**src/rtl/tile_drain.sv**
```systemverilog
// tile_drain: reads an NxN tile of W-bit elements from the register file one
// row per cycle, buffers it, then streams the rows (optionally transposed)
// to the writeback path over a valid/ready handshake.
module tile_drain #(
  parameter int N      = 4,
  parameter int W      = 16,
  parameter int RD_LAT = 1
) (
  input  logic                 clk,
  input  logic                 rst,
  input  logic                 start,
  input  logic [3:0]           sel,
  input  logic                 transpose,
  output logic                 busy,
  output logic                 done,
  output logic [3:0]           rf_sel_out,
  output logic                 rf_rd,
  output logic [$clog2(N)-1:0] rf_row,
  input  logic [N*W-1:0]       rf_data,
  output logic                 out_valid,
  input  logic                 out_ready,
  output logic [N*W-1:0]       out_data,
  output logic [$clog2(N)-1:0] out_row
);

  localparam int RW = $clog2(N);
  localparam logic [RW-1:0] LAST = RW'(N - 1);

  typedef enum logic [1:0] {S_IDLE, S_READ, S_SEND} state_t;

  state_t          r_state;
  logic            r_tr;
  logic [N*W-1:0]  r_buf [N];
  logic            r_tag_v [RD_LAT];
  logic [RW-1:0]   r_tag_row [RD_LAT];

  logic            w_cap;
  logic [RW-1:0]   w_cap_row;
  logic [N*W-1:0]  w_buf_next [N];
  logic [RW-1:0]   w_next_idx;
  logic [N*W-1:0]  w_plain;
  logic [N*W-1:0]  w_trans;
  logic [N*W-1:0]  w_next_data;

  // The oldest tag marks the row whose data is on rf_data this cycle.
  assign w_cap     = r_tag_v[RD_LAT-1];
  assign w_cap_row = r_tag_row[RD_LAT-1];

  // Buffer contents as they will be after this edge; lets the first output
  // row be formed in the same cycle the last tile row lands.
  genvar gi;
  generate
    for (gi = 0; gi < N; gi++) begin : g_buf_next
      assign w_buf_next[gi] = (w_cap && (w_cap_row == RW'(gi))) ? rf_data : r_buf[gi];
    end
  endgenerate

  // Row index of the next row to present: 0 when entering SEND, i+1 after a handshake.
  assign w_next_idx = (r_state == S_SEND) ? (out_row + RW'(1)) : '0;

  // Form the next output row, plain or transposed.
  always_comb begin
    w_plain = w_buf_next[w_next_idx];
    w_trans = '0;
    for (int k = 0; k < N; k++) begin
      w_trans[k*W +: W] = w_buf_next[k][W*int'(w_next_idx) +: W];
    end
    w_next_data = r_tr ? w_trans : w_plain;
  end

  // Delay line tagging each read strobe with its row until its data returns.
  always_ff @(posedge clk or negedge rst) begin
    if (!rst) begin
      for (int i = 0; i < RD_LAT; i++) begin
        r_tag_v[i]   <= 1'b0;
        r_tag_row[i] <= '0;
      end
    end else begin
      r_tag_v[0]   <= rf_rd;
      r_tag_row[0] <= rf_row;
      for (int i = 1; i < RD_LAT; i++) begin
        r_tag_v[i]   <= r_tag_v[i-1];
        r_tag_row[i] <= r_tag_row[i-1];
      end
    end
  end

  // Tile buffer: capture each returning row into its slot.
  always_ff @(posedge clk or negedge rst) begin
    if (!rst) begin
      for (int r = 0; r < N; r++) r_buf[r] <= '0;
    end else begin
      for (int r = 0; r < N; r++) r_buf[r] <= w_buf_next[r];
    end
  end

  // Control FSM with registered outputs: IDLE -> READ -> SEND -> IDLE.
  always_ff @(posedge clk or negedge rst) begin
    if (!rst) begin
      r_state    <= S_IDLE;
      r_tr       <= 1'b0;
      busy       <= 1'b0;
      done       <= 1'b0;
      rf_sel_out <= '0;
      rf_rd      <= 1'b0;
      rf_row     <= '0;
      out_valid  <= 1'b0;
      out_data   <= '0;
      out_row    <= '0;
    end else begin
      done <= 1'b0;
      case (r_state)
        S_IDLE: begin
          if (start) begin
            r_state    <= S_READ;
            r_tr       <= transpose;
            rf_sel_out <= sel;
            busy       <= 1'b1;
            rf_rd      <= 1'b1;
            rf_row     <= '0;
          end
        end
        S_READ: begin
          if (rf_rd) begin
            if (rf_row == LAST) begin
              rf_rd  <= 1'b0;
              rf_row <= '0;
            end else begin
              rf_row <= rf_row + RW'(1);
            end
          end
          if (w_cap && (w_cap_row == LAST)) begin
            r_state   <= S_SEND;
            out_valid <= 1'b1;
            out_row   <= '0;
            out_data  <= w_next_data;
          end
        end
        S_SEND: begin
          if (out_ready) begin
            if (out_row == LAST) begin
              r_state    <= S_IDLE;
              out_valid  <= 1'b0;
              done       <= 1'b1;
              busy       <= 1'b0;
              rf_sel_out <= '0;
            end else begin
              out_row  <= out_row + RW'(1);
              out_data <= w_next_data;
            end
          end
        end
        default: r_state <= S_IDLE;
      endcase
    end
  end

endmodule

```
**config.mk**
```make
export PLATFORM = sky130hd
export DESIGN_NAME = tile_drain
export DESIGN_NICKNAME = d
export VERILOG_FILES = /design/src/rtl/tile_drain.sv
export SDC_FILE = /design/constraint.sdc
export NUM_CORES = 1
export LEC_CHECK = 0
export CAP_MARGIN = 20
export CORE_MARGIN = 4
export CORE_UTILIZATION = 59
export DETAILED_ROUTE_END_ITERATION = 10
export HOLD_SLACK_MARGIN = 0.05
export PLACE_DENSITY = 0.81
export SYNTH_ARGS = -nofsm -noshare
export SYNTH_HDL_FRONTEND = slang
export SYNTH_SLANG_ARGS = --single-unit
```
**constraint.sdc**
```tcl
create_clock -name clk -period 2.8 [get_ports clk]
set_input_delay 0.42 -clock clk [delete_from_list [all_inputs] [get_ports clk]]
set_output_delay 0.42 -clock clk [all_outputs]
set_load 0.02 [all_outputs]
```
==> flow_summary.ini <==
[sta]
slew_headroom_pct = 19.9
setup_tns_ns = 0
worst_slew_pin_slew_ns = 1.20
setup-violations-final = 0
slew_violations = 0
finalWorstSetupSlack_ns = 0.0953
fin_crit_sh_pct = 96.6
fin_skew_ns = 0.0154
post-route-min-period_ns = 2.70
hold_viol = 0
rsz0062_at_grt = no
fmax_mhz = 370

[logic_synthesis]
async_flop_share_pct = 100
synth-edff-count = 0
synth-warning-count = 0
yosysUniqueCellTypes = 77
synth_ff_type = dfrtp_1
yosysSeqAreaShare_pct = 46.3
synth_area_um2 = 18300
ys_seq_elements = 338
synthCells = 1843
syn_nets = 1918
synth_area_per_cell_um2 = 9.90

[pwr]
seqPwrFrac_pct = 32.7
power_frac_clock_pct = 18.3
p_leak_uw = 0.00997
p_per_area_nw_per_um2 = 1260
switchingPower_uw = 11300
sw_frac_of_total_pct = 41.7
internal_power_uw = 15800
pwr-share-comb_pct = 49.0
vdd_ir_drop_max_mv = 0.654

[setup_path]
cp.buffers_inverters = 1
worst_ep_arrival_time_ns = 3.14
crit_required_ns = 3.24
cpLargestDelayFamily = compound AO/OA/AOI/OAI gates
critPathMaxStageDelay_ns = 0.95
worstPathMaxFanout = 15
worstSetupPathType = flop to flop
cp-end-kind = flop
critPathLaunchType = flop
slowest_stage = o21ai_2
path_cells = and3_1 > nand2_1 > o21ai_2 > buf_4 > a2bb2oi_1 > o21ai_0

[cts]
cts_tree = built
cts_buffer_depth = 3
cts.clk_slew.worst_paths_ns = 0.06
clock_latency_ns = 0.53
cts_buffers = 37
cts_setup_buffers = 0
clock-sinks = 338
root_buffer = clkbuf_16
htree_levels = 2
cts-hold-fix-buffers = 1
cts_resized = 0

[flow_run]
maxCapViolations = 0

[place]
dp_cells = 2329
port_buffers = 148
gp_congestion = 0.896
dp_hpwl_um = 39100
post-place-ws_ns = 0.247

[hold_path]
hold_class = flop to flop

[finish]
n_antenna_cell = 0
stdcell_count = 2395
mostFrequentLayoutCells = 503 x nand2_1, 337 x dfrtp_1, 147 x clkdlybuf4s50_1, 105 x mux2i_1, 77 x buf_4
nets = 2048
drive_gt1_share_pct = 15.2
area_delta_synth_final_pct = 18.2
layout_commonest_cell = nand2_1

[global_route]
grt.total_usage_pct = 33.6
antenna_found_initial = 0
grt_pass1_wl_um = 90200
grt_pass1_vias = 15700
grt.overflow.total = 0
grt_max_degree = 99

[routing]
drc = 0
dr.pass1.iters = 7
wl_per_cell_um = 24.0
vias = 16100
vias_per_cell = 6.72
ant_nets = 0
drt-total-wl_um = 57600
first_iter_violations = 2159

[die]
initial_utilization_pct = 59.7
fp.dieW_um = 184
dieHeight_um = 184
die_area_um2 = 33800
ios = 149
rows = 64
core_area_um2 = 30600

[status]
outcome = finished clean
cell families (layout without fill, tap and decap cells):
group | after synthesis | count (layout) | share of synthesized area (%)
AND/OR/NAND/NOR | 665 | 665 | 15.8
AO/OA/AOI/OAI | 399 | 399 | 15.7
flip-flops | 338 | 338 | 46.3
multiplexers | 231 | 231 | 16.3
buffers and inverters | 207 | 363 | 5.55
adder cells (fa/ha/maj) | 2 | 2 | 0.137
XOR/XNOR | 1 | 1 | 0.151
synth_stat cells, drive strengths merged, types with 18 or more instances:
| master | instances | area share [%] |
|---|---|---|
| dfrtp | 338 | 46 |
| inv | 58 | 1.2 |
| o21ai | 62 | 1.7 |
| a211oi | 30 | 1.3 |
| o22ai | 33 | 1.1 |
| mux2i | 106 | 5.9 |
| a21oi | 58 | 1.6 |
| mux4 | 41 | 5.1 |
| clkbuf | 56 | 1.2 |
| nor2 | 25 | 0.51 |
| o221ai | 25 | 1.2 |
| a21o | 18 | 0.74 |
| buf | 93 | 3.2 |
| nor3 | 35 | 0.96 |
| nand2 | 505 | 10 |
| mux2 | 84 | 5.3 |
per-layer routing:
layer	GRT usage, %	share of wire, %	vias to the layer above
met3	8.65	13	156
met5	0	0	-
li1	-	-	6858
met2	49.4	43	1159
met4	8.81	2.8	0
met1	50.3	41	7921
worst min-delay path: stages (launching register included):
cell	delay, ns
dfrtp_1	0.32
nand2_1	0.04
nand2_1	0.07
path summary, 6_finish.rpt:
check	cells after the start	from	end	slack (ns)
min in group asynchronous	2	rst	r_buf[127]	0.49
worst min register to register	2	r_buf[192]	r_buf[192]	0.47
worst min-delay path	2	r_buf[192]	r_buf[192]	0.47
worst max register to register	6	r_tag_row[0]	out_data[25]	0.1
max in group asynchronous	3	rst	r_buf[160]	1.47
worst max-delay path	6	r_tag_row[0]	out_data[25]	0.1
flip-flops by register name, indices dropped and copies added, names as in the netlist:
name / flops
r_buf: 256
rf_row: 2
done: 1
r_tag_row: 2
r_state: 2
rf_sel_out: 4
out_data: 64
out_valid: 1
r_tr: 1
out_row: 2
r_tag_v: 1
busy: 1
rf_rd: 1
area by class of cell:
type                       instances  area, µm²
clock buffer                      54       1100
clock inverter                    11        111
fill                            2190       9020
inverter                          58        218
multi-input combinational       1298       8830
sequential                       338       8460
tap                              396        495
timing repair buffer             240       2350
power groups by stage:
stage                     Clock, µW  Sequential (µW)  Combinational [µW]
after floorplan                   0             8800                8450
final                          4960             8870               13300
after global routing           5180             9060               14300
after CTS                      4960             8790               13000
after global placement            0             8720               12500
after detailed placement          0             8830               12900
metrics by stage:
| stage | cell area [µm²] | util, % | hold WS [ns] | power (µW) |
|---|---|---|---|---|
| 2_1_floorplan | 18300 | - | 0.124 | 17300 |
| 3_5_place_dp | 20300 | 66.5 | 0.458 | 21700 |
| 4_1_cts | 21600 | 70.5 | 0.473 | 26700 |
| 3_3_place_gp | 20300 | 66.5 | 0.452 | 21200 |
| 5_1_grt | 21600 | 70.5 | 0.499 | 28500 |
| 6_report | 21600 | 70.5 | 0.474 | 27100 |
No activity file was read; power rests on OpenSTA's default activity.
